===== config.mk =====
export PLATFORM = sky130hd
export DESIGN_NAME = y86_fetch_queue
export DESIGN_NICKNAME = d
export VERILOG_FILES = /design/src/rtl/y86_fetch_queue.sv
export SDC_FILE = /design/constraint.sdc
export NUM_CORES = 2
export LEC_CHECK = 0
export CAP_MARGIN = 10
export CORE_ASPECT_RATIO = 0.5
export CORE_MARGIN = 2
export CORE_UTILIZATION = 45
export CTS_BUF_LIST = sky130_fd_sc_hd__clkbuf_2 sky130_fd_sc_hd__clkbuf_4 sky130_fd_sc_hd__clkbuf_8
export DETAILED_ROUTE_END_ITERATION = 10
export PLACE_DENSITY = 0.66
export SLEW_MARGIN = 10
export SYNTH_ARGS = -nofsm -noshare
export SYNTH_HDL_FRONTEND = slang
export SYNTH_SLANG_ARGS = --single-unit

===== constraint.sdc =====
create_clock -name clk -period 40.7 [get_ports clk]
set_clock_uncertainty 0.15 [all_clocks]
set_input_delay 10.175 -clock clk [delete_from_list [all_inputs] [get_ports clk]]
set_output_delay 10.175 -clock clk [all_outputs]
set_load 0.1 [all_outputs]

===== src/rtl/y86_fetch_queue.sv =====
// y86_fetch_queue: Y86-64 fetch front end with a circular prefetch byte queue
// feeding a one-entry decoded-instruction output register.
module y86_fetch_queue #(
    parameter int FETCH_BYTES = 4,
    parameter int QUEUE_BYTES = 16,
    parameter int IMEM_BYTES  = 1024
) (
    input  logic                     clk,
    input  logic                     rst,
    input  logic                     redirect_valid,
    input  logic [63:0]              redirect_pc,
    output logic                     imem_rd,
    output logic [63:0]              imem_addr,
    input  logic [8*FETCH_BYTES-1:0] imem_rdata,
    output logic                     out_valid,
    input  logic                     out_ready,
    output logic [2:0]               out_stat,
    output logic [3:0]               out_icode,
    output logic [3:0]               out_ifun,
    output logic [3:0]               out_rA,
    output logic [3:0]               out_rB,
    output logic [63:0]              out_valC,
    output logic [63:0]              out_valP,
    output logic [63:0]              out_pc
);
    localparam int IW = $clog2(QUEUE_BYTES);
    localparam int CW = $clog2(QUEUE_BYTES + 1);
    localparam logic [2:0] AOK = 3'd1, HLT = 3'd2, ADR = 3'd3, INS = 3'd4;

    typedef enum logic {RUN, STOPPED} state_t;
    state_t state, state_next;

    logic [7:0]             q_data [QUEUE_BYTES];
    logic [QUEUE_BYTES-1:0] q_err;
    logic [IW-1:0]          head, tail;
    logic [CW-1:0]          count;
    logic                   inflight;
    logic [63:0]            inflight_addr, fetch_pc, pc;

    logic [7:0]  pk [10];
    logic [9:0]  pk_err;
    logic [3:0]  icode, len;
    logic        has_reg, ins, consumed_err, push, pop, space_ok;
    logic [1:0]  c_base;
    logic [63:0] dec_valC;
    logic [2:0]  dec_stat;

    function automatic logic [IW-1:0] wrap(input logic [IW-1:0] base, input int off);
        int s;
        s = int'(base) + off;
        return IW'(s >= QUEUE_BYTES ? s - QUEUE_BYTES : s);
    endfunction

    always_comb begin
        for (int i = 0; i < 10; i++) begin
            pk[i]     = q_data[wrap(head, i)];
            pk_err[i] = q_err[wrap(head, i)];
        end
    end

    // c_base selects where valC starts: 2 -> bytes 2..9, 1 -> bytes 1..8, 0 -> none
    always_comb begin
        icode   = pk[0][7:4];
        len     = 4'd1;
        has_reg = 1'b0;
        ins     = 1'b0;
        c_base  = 2'd0;
        case (icode)
            4'h0, 4'h1, 4'h9:       len = 4'd1;
            4'h2, 4'h6, 4'hA, 4'hB: begin len = 4'd2; has_reg = 1'b1; end
            4'h3, 4'h4, 4'h5:       begin len = 4'd10; has_reg = 1'b1; c_base = 2'd2; end
            4'h7, 4'h8:             begin len = 4'd9; c_base = 2'd1; end
            default:                ins = 1'b1;
        endcase
        if (pk_err[0]) begin
            len     = 4'd1;
            has_reg = 1'b0;
            c_base  = 2'd0;
        end
        consumed_err = 1'b0;
        for (int i = 0; i < 10; i++) consumed_err |= pk_err[i] && (i < int'(len));
        dec_valC = '0;
        for (int j = 0; j < 8; j++)
            dec_valC[8*j +: 8] = c_base == 2'd2 ? pk[j+2] : c_base == 2'd1 ? pk[j+1] : 8'h00;
        dec_stat = consumed_err ? ADR : ins ? INS : icode == 4'h0 ? HLT : AOK;
    end

    // Space check ignores a same-cycle pop, so the queue can never overflow.
    assign space_ok  = int'(count) + (inflight ? FETCH_BYTES : 0) + FETCH_BYTES <= QUEUE_BYTES;
    assign imem_rd   = !rst && state == RUN && !redirect_valid && space_ok;
    assign imem_addr = fetch_pc;
    assign push      = inflight && !redirect_valid;
    assign pop       = state == RUN && !redirect_valid && count >= CW'(len) && (!out_valid || out_ready);

    always_comb begin
        state_next = state;
        if (redirect_valid) state_next = RUN;
        else if (pop && dec_stat != AOK) state_next = STOPPED;
    end

    always_ff @(posedge clk) begin
        if (push) begin
            for (int k = 0; k < FETCH_BYTES; k++) begin
                q_data[wrap(tail, k)] <= imem_rdata[8*k +: 8];
                q_err[wrap(tail, k)]  <= 65'(inflight_addr) + 65'(k) >= 65'(IMEM_BYTES);
            end
        end
    end

    always_ff @(posedge clk or posedge rst) begin
        if (rst) begin
            state         <= RUN;
            head          <= '0;
            tail          <= '0;
            count         <= '0;
            inflight      <= 1'b0;
            inflight_addr <= '0;
            fetch_pc      <= '0;
            pc            <= '0;
            out_valid     <= 1'b0;
            out_stat      <= AOK;
            out_icode     <= '0;
            out_ifun      <= '0;
            out_rA        <= 4'hF;
            out_rB        <= 4'hF;
            out_valC      <= '0;
            out_valP      <= '0;
            out_pc        <= '0;
        end else begin
            state         <= state_next;
            inflight      <= imem_rd;
            inflight_addr <= fetch_pc;
            if (redirect_valid) begin
                head      <= '0;
                tail      <= '0;
                count     <= '0;
                fetch_pc  <= redirect_pc;
                pc        <= redirect_pc;
                out_valid <= 1'b0;
            end else begin
                if (imem_rd) fetch_pc <= fetch_pc + 64'(FETCH_BYTES);
                if (push) tail <= wrap(tail, FETCH_BYTES);
                count <= count + (push ? CW'(FETCH_BYTES) : CW'(0)) - (pop ? CW'(len) : CW'(0));
                if (pop) begin
                    head      <= wrap(head, int'(len));
                    pc        <= pc + 64'(len);
                    out_valid <= 1'b1;
                    out_stat  <= dec_stat;
                    out_icode <= icode;
                    out_ifun  <= pk[0][3:0];
                    out_rA    <= has_reg ? pk[1][7:4] : 4'hF;
                    out_rB    <= has_reg ? pk[1][3:0] : 4'hF;
                    out_valC  <= dec_valC;
                    out_valP  <= pc + 64'(len);
                    out_pc    <= pc;
                end else if (out_ready) begin
                    out_valid <= 1'b0;
                end
            end
        end
    end
endmodule


==> reports/metrics.yaml <==
clocking:
  cts_made_buffers: 87
  htreeDepth: 3
  postCtsSetupBuffers: 0
  clock-sinks: 561
  postCtsHoldBufs: 0
  cts_buffer_depth: 3
  worstSkewPairLatency_ns: 0.71
  ctsResizeCount: 0
  tritoncts: "done"
  path_clk_slew_ns: 0.07
  root_buffer: "clkbuf_8"
floorplan:
  fp.dieArea_um2: 78900
  start_util: 0.456
  die_x_um: 395
  dieHeight_um: 200
  pin_count: 377
  core-area_um2: 75400
  rows: 71
sta:
  period_share: 0.574
  rsz0062_at_grt: "false"
  max_freq_ghz: 0.0428
  fin_crit_ns: 23.37
  tns_ns: 0
  finalMaxSlewViolations: 0
  setup_violations: 0
  fin_ws_ns: 17.33
  slew_headroom: 0.230
  final-hold-violation-count: 0
  worstMarginPinSlew_ns: 1.15
place:
  hpwlAfterDp_mm: 93.9
  place_ws_ns: 17.32
  place_congestion: 0.999
  port_buffers: 376
final_layout:
  num-fill-cells: 6734
  fin_nets: 3941
  seqCellArea_um2: 14800
  layout-drive-gt1-share: 0.130
  multiInputGateArea_um2: 18300
  area_growth_syn_to_layout_pct: 18.5
drt:
  wl_mm: 125
  ant_nets: 0
  drc_errors: 0
  drtPass1Iterations: 5
  viasPerCell: 6.16
  wl_per_cell_um: 25.4
  drt_iter0_drc: 2855
  vias: 30200
synth:
  syn_area_per_cell_um2: 9.68
  ys_types: 84
  synth-edff-count: 144
  synth_top_family_by_area: "simple AND/OR/NAND/NOR gates"
  async_reset_ff_frac: 0.743
  ys.flop_type: "dfrtp_1"
  synth_area_leader_cell: "dfrtp_1"
  netlist_top_cells_count: "nand2_1, dfrtp_1, nor2_1"
  synth_fa_ha_area_frac: 0.0137
  synthMuxAreaShare: 0.159
  yosysTopAreaCellShare: 0.297
  synth_nets: 3691
  netlist_instances: 3555
  synth-compound-area-share: 0.100
  synth_area_um2: 34400
  synth_seq_cells: 561
  synth-xor-area-share: 0.0389
  yosysMostFrequentCell: "nand2_1"
  synth-simple-area-share: 0.219
  synthTopCellsByArea: "dfrtp_1, mux4_2, edfxtp_1, nand2_1, nor2_1"
  ys_seq_area_frac: 0.429
  yosys_warnings: 0
grt:
  grt_pass1_vias: 28100
  grt_first_pass_wirelength_mm: 184
  grt_antenna_before_repair: 9
  grt_max_degree: 236
  grt_use_total: 0.311
  gr-total-overflow: 0
power_and_ir_drop:
  pwr-share-comb: 0.603
  clock_power_share: 0.145
  power_density_nw_per_um2: 89.9
  seq_power_share: 0.252
  internal_power_uw: 1670
  ir_worst_vdd_uv: 81.0
  netSwitchingPower_uw: 2000
  swShare: 0.544
  power.leakage_uw: 0.0158
worst_setup_path:
  arrival_ns: 13.05
  path_buf_inv: 4
  cp_common_cell: "clkdlybuf4s50_1"
  cp_top_family: "buffers and inverters"
  worstPathRequired_ns: 30.38
  critPathKind: "primary input to output pin"
  critPathSlowestCell: "clkdlybuf4s50_1"
  worstSetupEndpointType: "output pin"
  cpPeakStageDelay_ns: 1.14
  worstSetupStartpointType: "primary input"
  critPathMaxFanout: 64
  crit_chain: "clkdlybuf4s50_1 -> or4_2 -> buf_4 -> inv_1 -> clkdlybuf4s50_1"
outcome:
  outcome: "completed"
flow_run:
  maxCapViolations: 0
worst_hold_path:
  min_path_type: "flop to flop"
-- per-stage QoR --
step | utilization | power [uW] | cells | area [um^2] | hold slack (ns)
after detailed placement | 0.515 | 3130 | 4738 | 38800 | 0.258
after floorplan | - | 2540 | 3555 | 34400 | 0.312
after CTS | 0.541 | 3660 | 4893 | 40800 | 0.272
final | 0.541 | 3670 | 4902 | 40800 | 0.275
after global placement | 0.515 | 3100 | 4738 | 38800 | 0.250
after global routing | 0.541 | 3830 | 4900 | 40800 | 0.299
-- sequential cells by signal (all words and copies together), names as in the netlist --
signal	flops
count	5
head	4
imem_addr	64
inflight	1
inflight_addr	64
out_icode	4
out_ifun	4
out_pc	64
out_rA	4
out_rB	4
out_stat	3
out_valC	64
out_valP	64
out_valid	1
pc	64
q_data	128
q_err	16
state	1
tail	2
-- power by group through the flow --
| stage | combinational [uW] | clock, uW | sequential (uW) |
|---|---|---|---|
| floorplan | 873 | 0 | 1670 |
| global placement | 2180 | 0 | 926 |
| detailed placement | 2200 | 0 | 931 |
| CTS | 2200 | 539 | 920 |
| global route | 2320 | 564 | 943 |
| finish | 2210 | 530 | 925 |
-- per-layer routing --
metal,part of all wire,vias up,track usage
li1,-,13400,-
met4,0.053,0,0.154
met5,0,-,0
met1,0.40,15000,0.411
met3,0.077,266,0.0559
met2,0.47,1470,0.497
-- layout by cell type (no fill, tap or decap), drive strengths merged, types with 94 or more instances in the layout --
| cell type | instances |
|---|---|
| nand3 | 117 |
| edfxtp | 144 |
| mux4 | 216 |
| inv | 94 |
| nand2 | 805 |
| dfrtp | 408 |
| clkdlybuf4s50 | 375 |
| o21ai | 226 |
| clkbuf | 133 |
| nor2 | 328 |
| nand4 | 94 |
-- worst reg2reg max path, stage by stage, from the launching register on --
cell	delay [ns]
dfrtp_4	0.70
buf_4	0.93
mux4_2	0.63
mux2_2	0.27
mux2i_1	0.55
or2_2	0.25
a21o_1	0.13
nand3_1	0.53
ha_1	0.54
a211o_1	0.25
a211oi_1	0.42
or4_4	0.78
buf_12	0.61
nand2b_1	0.89
o211a_1	0.28
o21ai_0	0.15
-- area by class of cell --
cell class / count / share of cell area
tap: 1022 / 0.0313
clock inverter: 22 / 0.00705
inverter: 91 / 0.00856
timing repair buffer: 421 / 0.101
sequential: 561 / 0.362
antenna: 9 / 0.000552
clock buffer: 133 / 0.0403
multi-input combinational: 2643 / 0.449
-- worst paths after layout --
kind | start | to | slack, ns | cells after the start
worst max-delay path | rst | imem_rd | 17.33 | 5
worst min-delay path | imem_addr[1] | inflight_addr[1] | 0.28 | 0
worst max register to register | head[1] | pc[38] | 32.57 | 15
worst min register to register | imem_addr[1] | inflight_addr[1] | 0.28 | 0
max in group asynchronous | rst | out_pc[62] | 28.10 | 4
min in group asynchronous | rst | imem_addr[0] | 9.98 | 2
-- kinds of logic after synthesis --
kind of cell    after synthesis
simple gates               1645
buf+inv                     351
mux                         274
xor+xnor                    152
flops                       561
fa+ha+maj                    36
compound gates              536
(Power assumes the default switching activity.)
